$ cat src/rtl/key_pkg.sv
// rtl/key_pkg.sv - shared constants and event type for the key event encoder
package key_pkg;
  localparam int KEY_CNT    = 16;
  localparam int KEY_CODE_W = 4;

  // One queued event: press flag above the 4-bit key code.
  typedef struct packed {
    logic                  press;
    logic [KEY_CODE_W-1:0] code;
  } key_evt_t;

  localparam int KEY_EVT_W = $bits(key_evt_t);
endpackage

$ cat src/rtl/key_event_encoder_if.sv
// rtl/key_event_encoder_if.sv - valid/ready event stream between encoder and consumer
// Signals: evt_valid, evt_ready, evt_code[3:0], evt_press.
// master = event source (encoder), slave = consumer.
interface key_event_encoder_if;
  import key_pkg::*;

  logic                  evt_valid;
  logic                  evt_ready;
  logic [KEY_CODE_W-1:0] evt_code;
  logic                  evt_press;

  modport master (output evt_valid, output evt_code, output evt_press, input evt_ready);
  modport slave  (input evt_valid, input evt_code, input evt_press, output evt_ready);
endinterface

$ cat src/rtl/key_evt_fifo.sv
// rtl/key_evt_fifo.sv - synchronous show-ahead FIFO with occupancy count
// Ports: clk, rst_n (async low), push_i/data_i/full_o write side,
//        pop_i/data_o/empty_o read side; data_o shows the head entry.
module key_evt_fifo #(
  parameter int DEPTH = 4,
  parameter int WIDTH = 5
) (
  input  logic             clk,
  input  logic             rst_n,
  input  logic             push_i,
  input  logic [WIDTH-1:0] data_i,
  output logic             full_o,
  input  logic             pop_i,
  output logic [WIDTH-1:0] data_o,
  output logic             empty_o
);
  localparam int AW = (DEPTH > 1) ? $clog2(DEPTH) : 1;

  logic [WIDTH-1:0] mem_q [DEPTH];
  logic [AW-1:0]    wr_ptr_q, rd_ptr_q;
  logic [AW:0]      count_q;
  logic             push_en, pop_en;

  assign full_o  = (count_q == (AW+1)'(DEPTH));
  assign empty_o = (count_q == '0);

  // Both gates look at the count as it stood at the start of the cycle,
  // so a pop never makes room for a push in the same cycle.
  assign push_en = push_i && !full_o;
  assign pop_en  = pop_i && !empty_o;

  // Head is forced to zero when empty so the outputs read idle.
  assign data_o = empty_o ? '0 : mem_q[rd_ptr_q];

  always_ff @(posedge clk or negedge rst_n) begin
    if (!rst_n) begin
      wr_ptr_q <= '0;
      rd_ptr_q <= '0;
      count_q  <= '0;
    end else begin
      if (push_en) wr_ptr_q <= wr_ptr_q + AW'(1);
      if (pop_en)  rd_ptr_q <= rd_ptr_q + AW'(1);
      count_q <= count_q + {{AW{1'b0}}, push_en} - {{AW{1'b0}}, pop_en};
    end
  end

  always_ff @(posedge clk) begin
    if (push_en) mem_q[wr_ptr_q] <= data_i;
  end
endmodule

$ cat src/rtl/key_event_encoder.sv
// rtl/key_event_encoder.sv - turns the keypad level bitmap into press/release events
// Ports: clk, rst_n (async low), keys[16:1] level bitmap,
//        evt (master: evt_valid/evt_ready/evt_code/evt_press),
//        busy (unreported differences pending), key_any (a key is reported held).
module key_event_encoder
  import key_pkg::*;
#(
  parameter int FIFO_DEPTH = 4
) (
  input  logic                     clk,
  input  logic                     rst_n,
  input  logic [KEY_CNT:1]         keys,
  key_event_encoder_if.master      evt,
  output logic                     busy,
  output logic                     key_any
);
  logic [KEY_CNT:1]      keys_r_q;
  logic [KEY_CNT:1]      prev_q, prev_d;
  logic [KEY_CNT:1]      diff;
  logic [KEY_CNT:1]      low_bit;
  logic [KEY_CODE_W-1:0] sel_code;
  logic                  fifo_full, fifo_empty, push_ok;
  key_evt_t              push_evt, head_evt;

  assign diff    = keys_r_q ^ prev_q;
  assign busy    = |diff;
  assign key_any = |prev_q;

  // Isolate the lowest set bit: x & -x.
  assign low_bit = diff & (~diff + KEY_CNT'(1));

  // Lowest-index changed key wins; scanning downward leaves the lowest last.
  always_comb begin
    sel_code = '0;
    for (int i = KEY_CNT; i >= 1; i--) begin
      if (diff[i]) sel_code = KEY_CODE_W'(i - 1);
    end
  end

  // A stalled encoder leaves prev untouched, so toggles that cancel out
  // while the FIFO is full never produce an event.
  assign push_ok = busy && !fifo_full;

  assign push_evt.press = |(keys_r_q & low_bit);
  assign push_evt.code  = sel_code;

  assign prev_d = push_ok ? (prev_q ^ low_bit) : prev_q;

  always_ff @(posedge clk or negedge rst_n) begin
    if (!rst_n) begin
      keys_r_q <= '0;
      prev_q   <= '0;
    end else begin
      keys_r_q <= keys;
      prev_q   <= prev_d;
    end
  end

  key_evt_fifo #(
    .DEPTH (FIFO_DEPTH),
    .WIDTH (KEY_EVT_W)
  ) u_fifo (
    .clk     (clk),
    .rst_n   (rst_n),
    .push_i  (push_ok),
    .data_i  (push_evt),
    .full_o  (fifo_full),
    .pop_i   (evt.evt_ready),
    .data_o  (head_evt),
    .empty_o (fifo_empty)
  );

  assign evt.evt_valid = !fifo_empty;
  assign evt.evt_code  = head_evt.code;
  assign evt.evt_press = head_evt.press;
endmodule

$ cat src/flat_wrapper.sv
// flat-port wrapper written by rule: the top's interface ports become plain ports
module key_event_encoder_flat import key_pkg::*;
#(
  parameter int FIFO_DEPTH = 4
)
  (clk, rst_n, keys, busy, key_any, evt_evt_valid, evt_evt_code, evt_evt_press, evt_evt_ready);
  key_event_encoder_if evt_i ();
  input  logic clk;
  input  logic rst_n;
  input  logic [KEY_CNT:1] keys;
  output logic busy;
  output logic key_any;
  output wire logic [$bits(evt_i.evt_valid)-1:0] evt_evt_valid;
  output wire logic [$bits(evt_i.evt_code)-1:0] evt_evt_code;
  output wire logic [$bits(evt_i.evt_press)-1:0] evt_evt_press;
  input wire logic [$bits(evt_i.evt_ready)-1:0] evt_evt_ready;
  assign evt_evt_valid = evt_i.evt_valid;
  assign evt_evt_code = evt_i.evt_code;
  assign evt_evt_press = evt_i.evt_press;
  assign evt_i.evt_ready = evt_evt_ready;
  key_event_encoder #(.FIFO_DEPTH(FIFO_DEPTH)) u_core (.clk(clk), .rst_n(rst_n), .keys(keys), .evt(evt_i), .busy(busy), .key_any(key_any));
endmodule
$ cat config.mk
export PLATFORM = sky130hd
export DESIGN_NAME = key_event_encoder_flat
export DESIGN_NICKNAME = d
export VERILOG_FILES = /design/src/rtl/key_pkg.sv /design/src/rtl/key_event_encoder_if.sv /design/src/rtl/key_evt_fifo.sv /design/src/rtl/key_event_encoder.sv /design/src/flat_wrapper.sv
export SDC_FILE = /design/constraint.sdc
export NUM_CORES = 1
export LEC_CHECK = 0
export CAP_MARGIN = 20
export CORE_AREA = 2 2 81 83
export DETAILED_ROUTE_END_ITERATION = 12
export DIE_AREA = 0 0 83 85
export HOLD_SLACK_MARGIN = 0.12
export MAX_ROUTING_LAYER = met4
export PLACE_DENSITY = 0.73
export SETUP_SLACK_MARGIN = 0.3
export SLEW_MARGIN = 20
export SYNTH_ARGS = -nofsm -noshare
export SYNTH_HDL_FRONTEND = slang
export SYNTH_SLANG_ARGS = --single-unit
$ cat constraint.sdc
create_clock -name clk -period 2.8 [get_ports clk]
set_input_delay 0.28 -clock clk [delete_from_list [all_inputs] [get_ports clk]]
set_output_delay 0.28 -clock clk [all_outputs]
set_load 0.02 [all_outputs]
==> results.toml, run 1 <==
[status]
status = "finished, violations left"
violations = "negative setup slack"

[global_routing]
overflow = 0
antenna_found_initial = 0
track_usage_pct = 18.9
grt_pass1_vias = 2112
grt_max_degree = 40
grt_pass1_wl_um = 10000

[setup_path]
endpoint_kind = "flip-flop"
reg2reg_from = "u_core.keys_r_q[15]"
startpoint_type = "flip-flop"
path_class = "reg -> reg"
cp_num_buf_inv = 2
max_stage_delay_ns = 0.56
crit_chain = "xor2_1 > or4_4 > o41ai_4 > ha_1 > inv_1 > ha_1 > inv_2 > fa_2 > xnor2_2 > xnor2_1"
cp_data_arrival_time_ns = 3.03
crit_path_frequent_cell = "ha_1"
worst-path-max-fanout = 4
critPathRequiredTime_ns = 3.02
critPathLaunch = "u_core.keys_r_q[15]"
crit_path_top_delay_cell = "or4_4"
crit_family = "adder cells"

[power_and_ir_drop]
power_leakage_nw = 1.60
power_density_nw_per_um2 = 999
ir_worst_vdd_v = 0.000676
power_mw = 3.81

[sta]
period_needed_ns = 2.81
slew_headroom_pct = 41.9
worstMarginPinSlew_ns = 0.871
whs_ns = 0.378
grt_setup_unrepaired = "true"
clock_skew_ns = 0.0126
setup_tns_ns = -0.00961
fin_ws_ns = -0.00961
drv_slew = 0
finalSetupViolations = 1
max_freq_ghz = 0.356
hold_viol_final = 0
period_share_pct = 100

[final_layout]
register_area_sq_um = 1580
fill_cells = 467
fin_cells = 385
multi_input_area_sq_um = 1390
fin_area_sq_um = 3810
drive_gt1_share_pct = 27.6
fin_nets = 330
area_growth_pct = 25.6
diodes = 0

[die]
die_x_um = 83
row_count = 29
io_pins = 27
start_util_pct = 48.9
core-area_sq_um = 6200
fp.dieH_um = 85
dieArea_sq_um = 7060

[drt]
vias_per_cell = 5.45
wl_per_cell_um = 15.4
totalWireLength_um = 5920
antenna_left = 0
first_pass_iters = 4
drc_errors = 0
drt_iter0_markers = 53
vias = 2100

[cts]
clkLatencyLatePin_ns = 0.34
cts_tree = "built"
clk_pin_slew_ns = 0.06
cts_root_buf = "clkbuf_8"
htree_levels = 3
numCtsBuffers = 9
clockBufferDepth = 2
clock_sinks = 59

[placement]
dp_cells = 355
routabilityCongestion = 0.876
postPlaceCellArea_sq_um = 3460
dp_hpwl_um = 4210
place.port_buffers = 26

[synth]
async_reset_ff_share_pct = 66.1
ys_ff_latch = 59
yosysWarningCount = 0
yosysTopAreaCellShare_pct = 32.2
synth_area_leader_cell = "dfrtp_1"
synth.avg_cell_area_sq_um = 12.3
netlist_area_sq_um = 3030
synth_nets = 273
synth_cell_type_count = 46
ys.flop_type = "dfrtp_1"
yosysSeqAreaShare_pct = 52.0
synth.area.top_cells = "dfrtp_1, edfxtp_1, xnor2_1, xor2_1, mux4_2"
synth_edf_count = 20
syn_inst = 246

[min_path]
worstHoldPathType = "in -> reg"
hp-start = "keys[7]"

[job]
cap_violations = 0
[power breakdown]
part | internal, mW | total, mW | switching [mW]
sequential | 1.24 | 1.47 | 0.228
clock | 0.430 | 0.755 | 0.325
combinational | 0.834 | 1.59 | 0.752
total | 2.50 | 3.81 | 1.30
[metrics by stage]
stage / setup slack (ns) / util [%]
2_1_floorplan: -0.132 / -
3_3_place_gp: 0.0859 / 55.7
3_5_place_dp: 0.00906 / 55.7
4_1_cts: -0.0181 / 59.7
5_1_grt: -0.123 / 61.4
6_report: -0.00961 / 61.4
[what timing repair did]
item                                    in CTS  in global routing
endpoints found under the setup margin       3                  8
buffers inserted                             4                  9
endpoints found under the hold margin       39                  0
resized for setup                            9                 11
pin swaps                                    7                  7
hold buffers                                 1                  0
[placed cells by master, fill, tap and decap left out, types with 5 or more instances in the layout]
cell type        count
buf_4               27
mux2_2               9
nor2_1              10
and2_1               7
nor4_1               7
mux2_1               6
xnor2_1             14
xor2_1              13
clkbuf_8            10
a21oi_1              7
edfxtp_1            20
mux4_2               5
dfrtp_2              5
clkdlybuf4s50_1     24
nand2_1             11
dfrtp_1             34
ha_1                 6
nand4_1              8
inv_1               11
[logic make-up (layout without fill, tap and decap cells)]
kind of cell / count (synthesis) / in the layout / synth area share (%)
and+or+nand+nor: 72 / 72 / 13.8
DFF: 59 / 59 / 52.0
xor gates and xnor gates: 31 / 31 / 8.95
AOI/OAI and AO/OA: 29 / 29 / 7.38
buffers and inverters: 24 / 86 / 3.96
muxes: 21 / 21 / 9.77
adders and majority gates: 10 / 10 / 4.21
[layer usage]
layer,wire (um),global-route usage (%)
met2,3110,31.7
met3,189,5.64
met1,2540,21.6
met4,83,6.86
met5,0,-
[final timing paths]
| check | end | slack [ns] | depth (start not counted) |
|---|---|---|---|
| max in group asynchronous | u_core.keys_r_q[15] | 1.60 | 2 |
| min in group asynchronous | async pin | 0.60 | 2 |
| min reg2reg | u_core.u_fifo.wr_ptr_q[0] | 0.54 | 1 |
| min | u_core.keys_r_q[7] | 0.38 | 1 |
| max reg2reg | u_core.u_fifo.count_q[2] | -0.01 | 10 |
| max | u_core.u_fifo.count_q[2] | -0.01 | 10 |
[final cells by class]
cell class / instances / share of cell area, %
Tap cell: 77 / 2.53
Timing Repair Buffer: 57 / 13.2
Sequential cell: 59 / 41.5
Inverter: 13 / 1.28
Clock inverter: 5 / 1.38
Clock buffer: 11 / 3.71
Multi-Input combinational cell: 163 / 36.4
[cell usage after synthesis (2+ instances only)]
master and count:
buf_6 3, and2_1 7, xnor2_1 18, maj3_1 2
xor2_1 13, nand4_1 8, o21ai_0 3, ha_1 7
nor2b_1 4, o31ai_1 2, and3_2 4, nand3_1 4
mux2_1 6, or3_1 2, a2111oi_0 3, mux4_2 5
nor3_1 3, a21oi_1 7, buf_4 2, nor4_1 7
clkbuf_1 5, inv_1 13, dfrtp_1 39, nor3b_1 2
or4_4 2, o311ai_0 2, o32ai_1 2, nand2_1 11
a31oi_1 4, nor2_1 10, nand2b_1 4, edfxtp_1 20
mux2_2 9
(Power assumes the default switching activity.)
==> run 2, diff against run 1 <==
--- a/config.mk
+++ b/config.mk
@@ -6,12 +6,13 @@
 export NUM_CORES = 1
 export LEC_CHECK = 0
 export CAP_MARGIN = 20
-export CORE_AREA = 2 2 81 83
+export CELL_PAD_IN_SITES_DETAIL_PLACEMENT = 1
+export CELL_PAD_IN_SITES_GLOBAL_PLACEMENT = 1
+export CORE_AREA = 2 2 88 90
 export DETAILED_ROUTE_END_ITERATION = 12
-export DIE_AREA = 0 0 83 85
+export DIE_AREA = 0 0 90 92
 export HOLD_SLACK_MARGIN = 0.12
-export MAX_ROUTING_LAYER = met4
-export PLACE_DENSITY = 0.73
+export PLACE_DENSITY_LB_ADDON = 0.1
 export SETUP_SLACK_MARGIN = 0.3
 export SLEW_MARGIN = 20
 export SYNTH_ARGS = -nofsm -noshare
==> results.toml, run 2 (synthesis gave the netlist of run 1 again) <==
[setup_path]
crit_family = "adder cells"
worst-path-max-fanout = 3
crit_chain = "xor2_1 > or4_4 > o41ai_4 > ha_1 > inv_1 > ha_1 > inv_1 > fa_2 > xnor2_2 > xnor2_2"
critPathRequiredTime_ns = 3.02
endpoint_kind = "flip-flop"
crit_path_top_delay_cell = "or4_4"
path_class = "reg -> reg"
cp_data_arrival_time_ns = 3.02
cp_num_buf_inv = 2
startpoint_type = "flip-flop"
max_stage_delay_ns = 0.58
reg2reg_to = "u_core.u_fifo.count_q[2]"
r2r_cells = 10
setup.reg_to_reg.worst_slack_ns = -0.008

[final_layout]
diodes = 0
area_growth_pct = 28.2
fin_nets = 333
multi_input_area_sq_um = 1420
fill_cells = 795
final_common_cell = "dfrtp_1"
drive_gt1_share_pct = 28.0
register_area_sq_um = 1580
final_cell_mix = "dfrtp_1, buf_4, clkdlybuf4s50_1"

[placement]
place.port_buffers = 26
dp_slack_ns = -0.0362
routabilityCongestion = 0.802
dp_hpwl_um = 5070

[cts]
cts_tree = "built"
clk_pin_slew_ns = 0.07
clkLatencyLatePin_ns = 0.34
htree_levels = 3
numCtsBuffers = 9
cts_root_buf = "clkbuf_8"
clock_sinks = 59
clockBufferDepth = 2

[global_routing]
track_usage_pct = 17.6
grt_pass1_vias = 2269
grt_max_degree = 40
overflow = 0
antenna_found_initial = 0
grt_pass1_wl_um = 11300

[sta]
period_needed_ns = 2.81
drv_slew = 0
finalSetupViolations = 1
hold_viol_final = 0
clock_skew_ns = 0.0104
max_freq_ghz = 0.356
setup_tns_ns = -0.00825
slew_headroom_pct = 40.9
worstMarginPinSlew_ns = 0.887
period_share_pct = 100
grt_setup_unrepaired = "true"
fin_ws_ns = -0.00825

[drt]
vias_per_cell = 5.16
totalWireLength_um = 6730
drc_errors = 0
wl_per_cell_um = 16.3
antenna_left = 0
first_pass_iters = 4
drt_iter0_markers = 63
vias = 2132

[die]
start_util_pct = 40.7
die_x_um = 90
core-area_sq_um = 7450
fp.dieH_um = 92
io_pins = 27
dieArea_sq_um = 8280
row_count = 32

[job]
cap_violations = 0

[min_path]
holdPathEnd = "u_core.keys_r_q[14]"
worstHoldPathType = "in -> reg"
hp-start = "keys[14]"
whs_path_depth = 1

[power_and_ir_drop]
ir_worst_vdd_v = 0.000390
power_leakage_nw = 1.63
power_density_nw_per_um2 = 996

[status]
status = "finished, violations left"
violations = "negative setup slack"
[run 2: changes by cell type in the layout (fill, tap and decap cells not counted), sizes merged]
cell	delta
clkbuf	-1
buf	+3
clkinv	+1
[run 2: worst max path at each step]
stage / startpoint / end / depth (start not counted)
2_1_floorplan: flip-flop / u_core.u_fifo.count_q[2] / 12
3_3_place_gp: flip-flop / u_core.u_fifo.count_q[2] / 10
3_5_place_dp: flip-flop / u_core.u_fifo.count_q[2] / 10
4_1_cts: u_core.keys_r_q[6] / u_core.u_fifo.count_q[2] / 10
5_1_grt: flip-flop / u_core.u_fifo.count_q[2] / 10
6_report: flip-flop / u_core.u_fifo.count_q[2] / 10
[run 2: area by class of cell]
class | instances | area share (%)
Clock inverter | 6 | 1.45
Clock buffer | 10 | 3.28
Tap cell | 102 | 3.28
Timing Repair Buffer | 60 | 13.5
Inverter | 13 | 1.25
Multi-Input combinational cell | 163 | 36.6
Sequential cell | 59 | 40.6
[run 2: per-layer routing]
metal,vias to the layer above,GRT usage (%),share of wire (%)
met5,-,0,0
met2,35,30.3,53
li1,1010,-,-
met4,0,7.31,1.4
met1,1078,21.2,42
met3,9,4.35,3.4
[run 2: through the flow]
stage | hold WS [ns] | utilization (%) | std cells | instance area (sq um) | total power [mW]
2_1_floorplan | -0.0156 | - | 246 | 3050 | 2.48
3_3_place_gp | 0.452 | 47.9 | 391 | 3570 | 2.97
3_5_place_dp | 0.458 | 47.9 | 391 | 3570 | 3.04
4_1_cts | 0.361 | 51.3 | 412 | 3820 | 3.86
5_1_grt | 0.352 | 52.2 | 413 | 3890 | 4.14
6_report | 0.374 | 52.2 | 413 | 3890 | 3.87
[run 2: repair_timing]
item	CTS	global route
resized for setup	10	11
hold buffers	1	0
endpoints found under the hold margin	39	0
setup endpoints to repair	4	7
pin swaps	6	7
gates cloned	0	0
setup buffers	4	1
[run 2: power breakdown]
group	switching (mW)	total, mW	internal [mW]
clock network	0.340	0.743	0.403
logic	0.809	1.67	0.860
registers	0.224	1.46	1.24
total	1.37	3.87	2.50
==> run 3, diff against run 2 <==
--- a/config.mk
+++ b/config.mk
@@ -13,8 +13,7 @@
 export DIE_AREA = 0 0 90 92
 export HOLD_SLACK_MARGIN = 0.12
 export PLACE_DENSITY_LB_ADDON = 0.1
-export SETUP_SLACK_MARGIN = 0.3
-export SLEW_MARGIN = 20
+export SLEW_MARGIN = 40
 export SYNTH_ARGS = -nofsm -noshare
 export SYNTH_HDL_FRONTEND = slang
 export SYNTH_SLANG_ARGS = --single-unit
==> results.toml, run 3 (synthesis gave the netlist of run 1 again) <==
[final_layout]
diodes = 0
final_common_cell = "dfrtp_1"
area_growth_pct = 24.7
fill_cells = 808
drive_gt1_share_pct = 23.5
fin_util_pct = 50.8
multi_input_area_sq_um = 1360
final_cell_mix = "dfrtp_1, buf_4, clkdlybuf4s50_1"
fin_cells = 408
register_area_sq_um = 1580
fin_nets = 328

[drt]
drc_errors = 0
antenna_left = 0
drt_iter0_markers = 19
vias = 2105
vias_per_cell = 5.16
first_pass_iters = 4
wl_per_cell_um = 16.1
totalWireLength_um = 6570

[sta]
hold_viol_final = 0
worstMarginPinSlew_ns = 0.588
clock_skew_ns = 0.00731
period_share_pct = 99.5
setup_tns_ns = 0
max_freq_ghz = 0.359
finalSetupViolations = 0
grt_setup_unrepaired = "true"
drv_slew = 0
period_needed_ns = 2.79
slew_headroom_pct = 59.8

[setup_path]
path_class = "reg -> reg"
worst-path-max-fanout = 3
reg2reg_to = "u_core.u_fifo.count_q[2]"
endpoint_kind = "flip-flop"
r2r_cells = 10
setup.reg_to_reg.worst_slack_ns = 0.01
startpoint_type = "flip-flop"
cp_data_arrival_time_ns = 3.01
critPathRequiredTime_ns = 3.02

[placement]
place.port_buffers = 26
dp_cells = 391
routabilityCongestion = 0.803
dp_hpwl_um = 5100

[power_and_ir_drop]
power_leakage_nw = 1.59
power_mw = 3.78
ir_worst_vdd_v = 0.000433
power_density_nw_per_um2 = 999

[job]
cap_violations = 0

[min_path]
holdPathEnd = "u_core.keys_r_q[6]"
whs_path_depth = 1
worstHoldPathType = "in -> reg"
hp-start = "keys[6]"

[cts]
clkLatencyLatePin_ns = 0.33
clk_pin_slew_ns = 0.07
cts_root_buf = "clkbuf_8"
postCtsSetupRepairBufs = 0
cts_tree = "built"
numCtsBuffers = 9
clockBufferDepth = 2
htree_levels = 3
clock_sinks = 59

[die]
io_pins = 27
fp.dieH_um = 92
row_count = 32
dieArea_sq_um = 8280
die_x_um = 90
start_util_pct = 40.7
core-area_sq_um = 7450

[global_routing]
antenna_found_initial = 0
grt_pass1_wl_um = 11300
track_usage_pct = 17.6
grt_pass1_vias = 2241
overflow = 0
grt_max_degree = 40

[status]
status = "finished clean"
[run 3: report_power, final]
part	total (mW)	internal, mW	leakage (nW)	switching (mW)
sequential	1.44	1.23	0.668	0.203
combinational	1.58	0.797	0.818	0.783
clock	0.763	0.431	0.0991	0.332
total	3.78	2.46	1.59	1.32
[run 3: cell type report]
type	count	area share (%)
clock buffers	11	3.74
clock inverters	5	1.39
inverters	13	1.29
multi-input cells	163	35.9
flip-flops and latches	59	41.7
well taps	102	3.37
repair buffers	55	12.6
[run 3: how the worst max path moves through the flow]
stage | from | endpoint | slack [ns]
2_1_floorplan | flip-flop | u_core.u_fifo.count_q[2] | -0.13
3_3_place_gp | flip-flop | u_core.u_fifo.count_q[2] | 0.1
3_5_place_dp | flip-flop | u_core.u_fifo.count_q[2] | 0.0004
4_1_cts | flip-flop | u_core.u_fifo.count_q[2] | -0.009
5_1_grt | u_core.keys_r_q[14] | u_core.u_fifo.count_q[2] | -0.13
6_report | flip-flop | u_core.u_fifo.count_q[2] | 0.01
[run 3: timing repair]
action | CTS | global route
setup endpoints to repair | 2 | 3
hold buffers | 1 | 0
endpoints found under the hold margin | 39 | 0
resized for setup | 2 | 1
[run 3: through the flow]
step	hold slack [ns]	setup WS [ns]	area [sq um]
5_1_grt	0.368	-0.127	3780
4_1_cts	0.367	-0.00914	3780
3_3_place_gp	0.451	0.0958	3570
3_5_place_dp	0.297	0.000407	3570
6_report	0.381	0.0134	3780
2_1_floorplan	-0.0156	-0.132	3050
[run 3: metal layers]
| metal | global-route usage [%] | wire length (um) | vias to the layer above |
|---|---|---|---|
| li1 | - | - | 1008 |
| met1 | 21.5 | 2880 | 1057 |
| met2 | 31.2 | 3410 | 33 |
| met3 | 2.71 | 186 | 7 |
| met4 | 6.92 | 88 | 0 |
| met5 | 0 | 0 | - |
[run 3: worst max-delay path, stage by stage (launching register included)]
cell	delay [ns]
dfrtp_1	0.39
xor2_1	0.19
or4_4	0.57
o41ai_4	0.38
ha_1	0.29
inv_1	0.06
ha_1	0.14
inv_1	0.05
fa_2	0.35
xnor2_2	0.15
xnor2_1	0.12
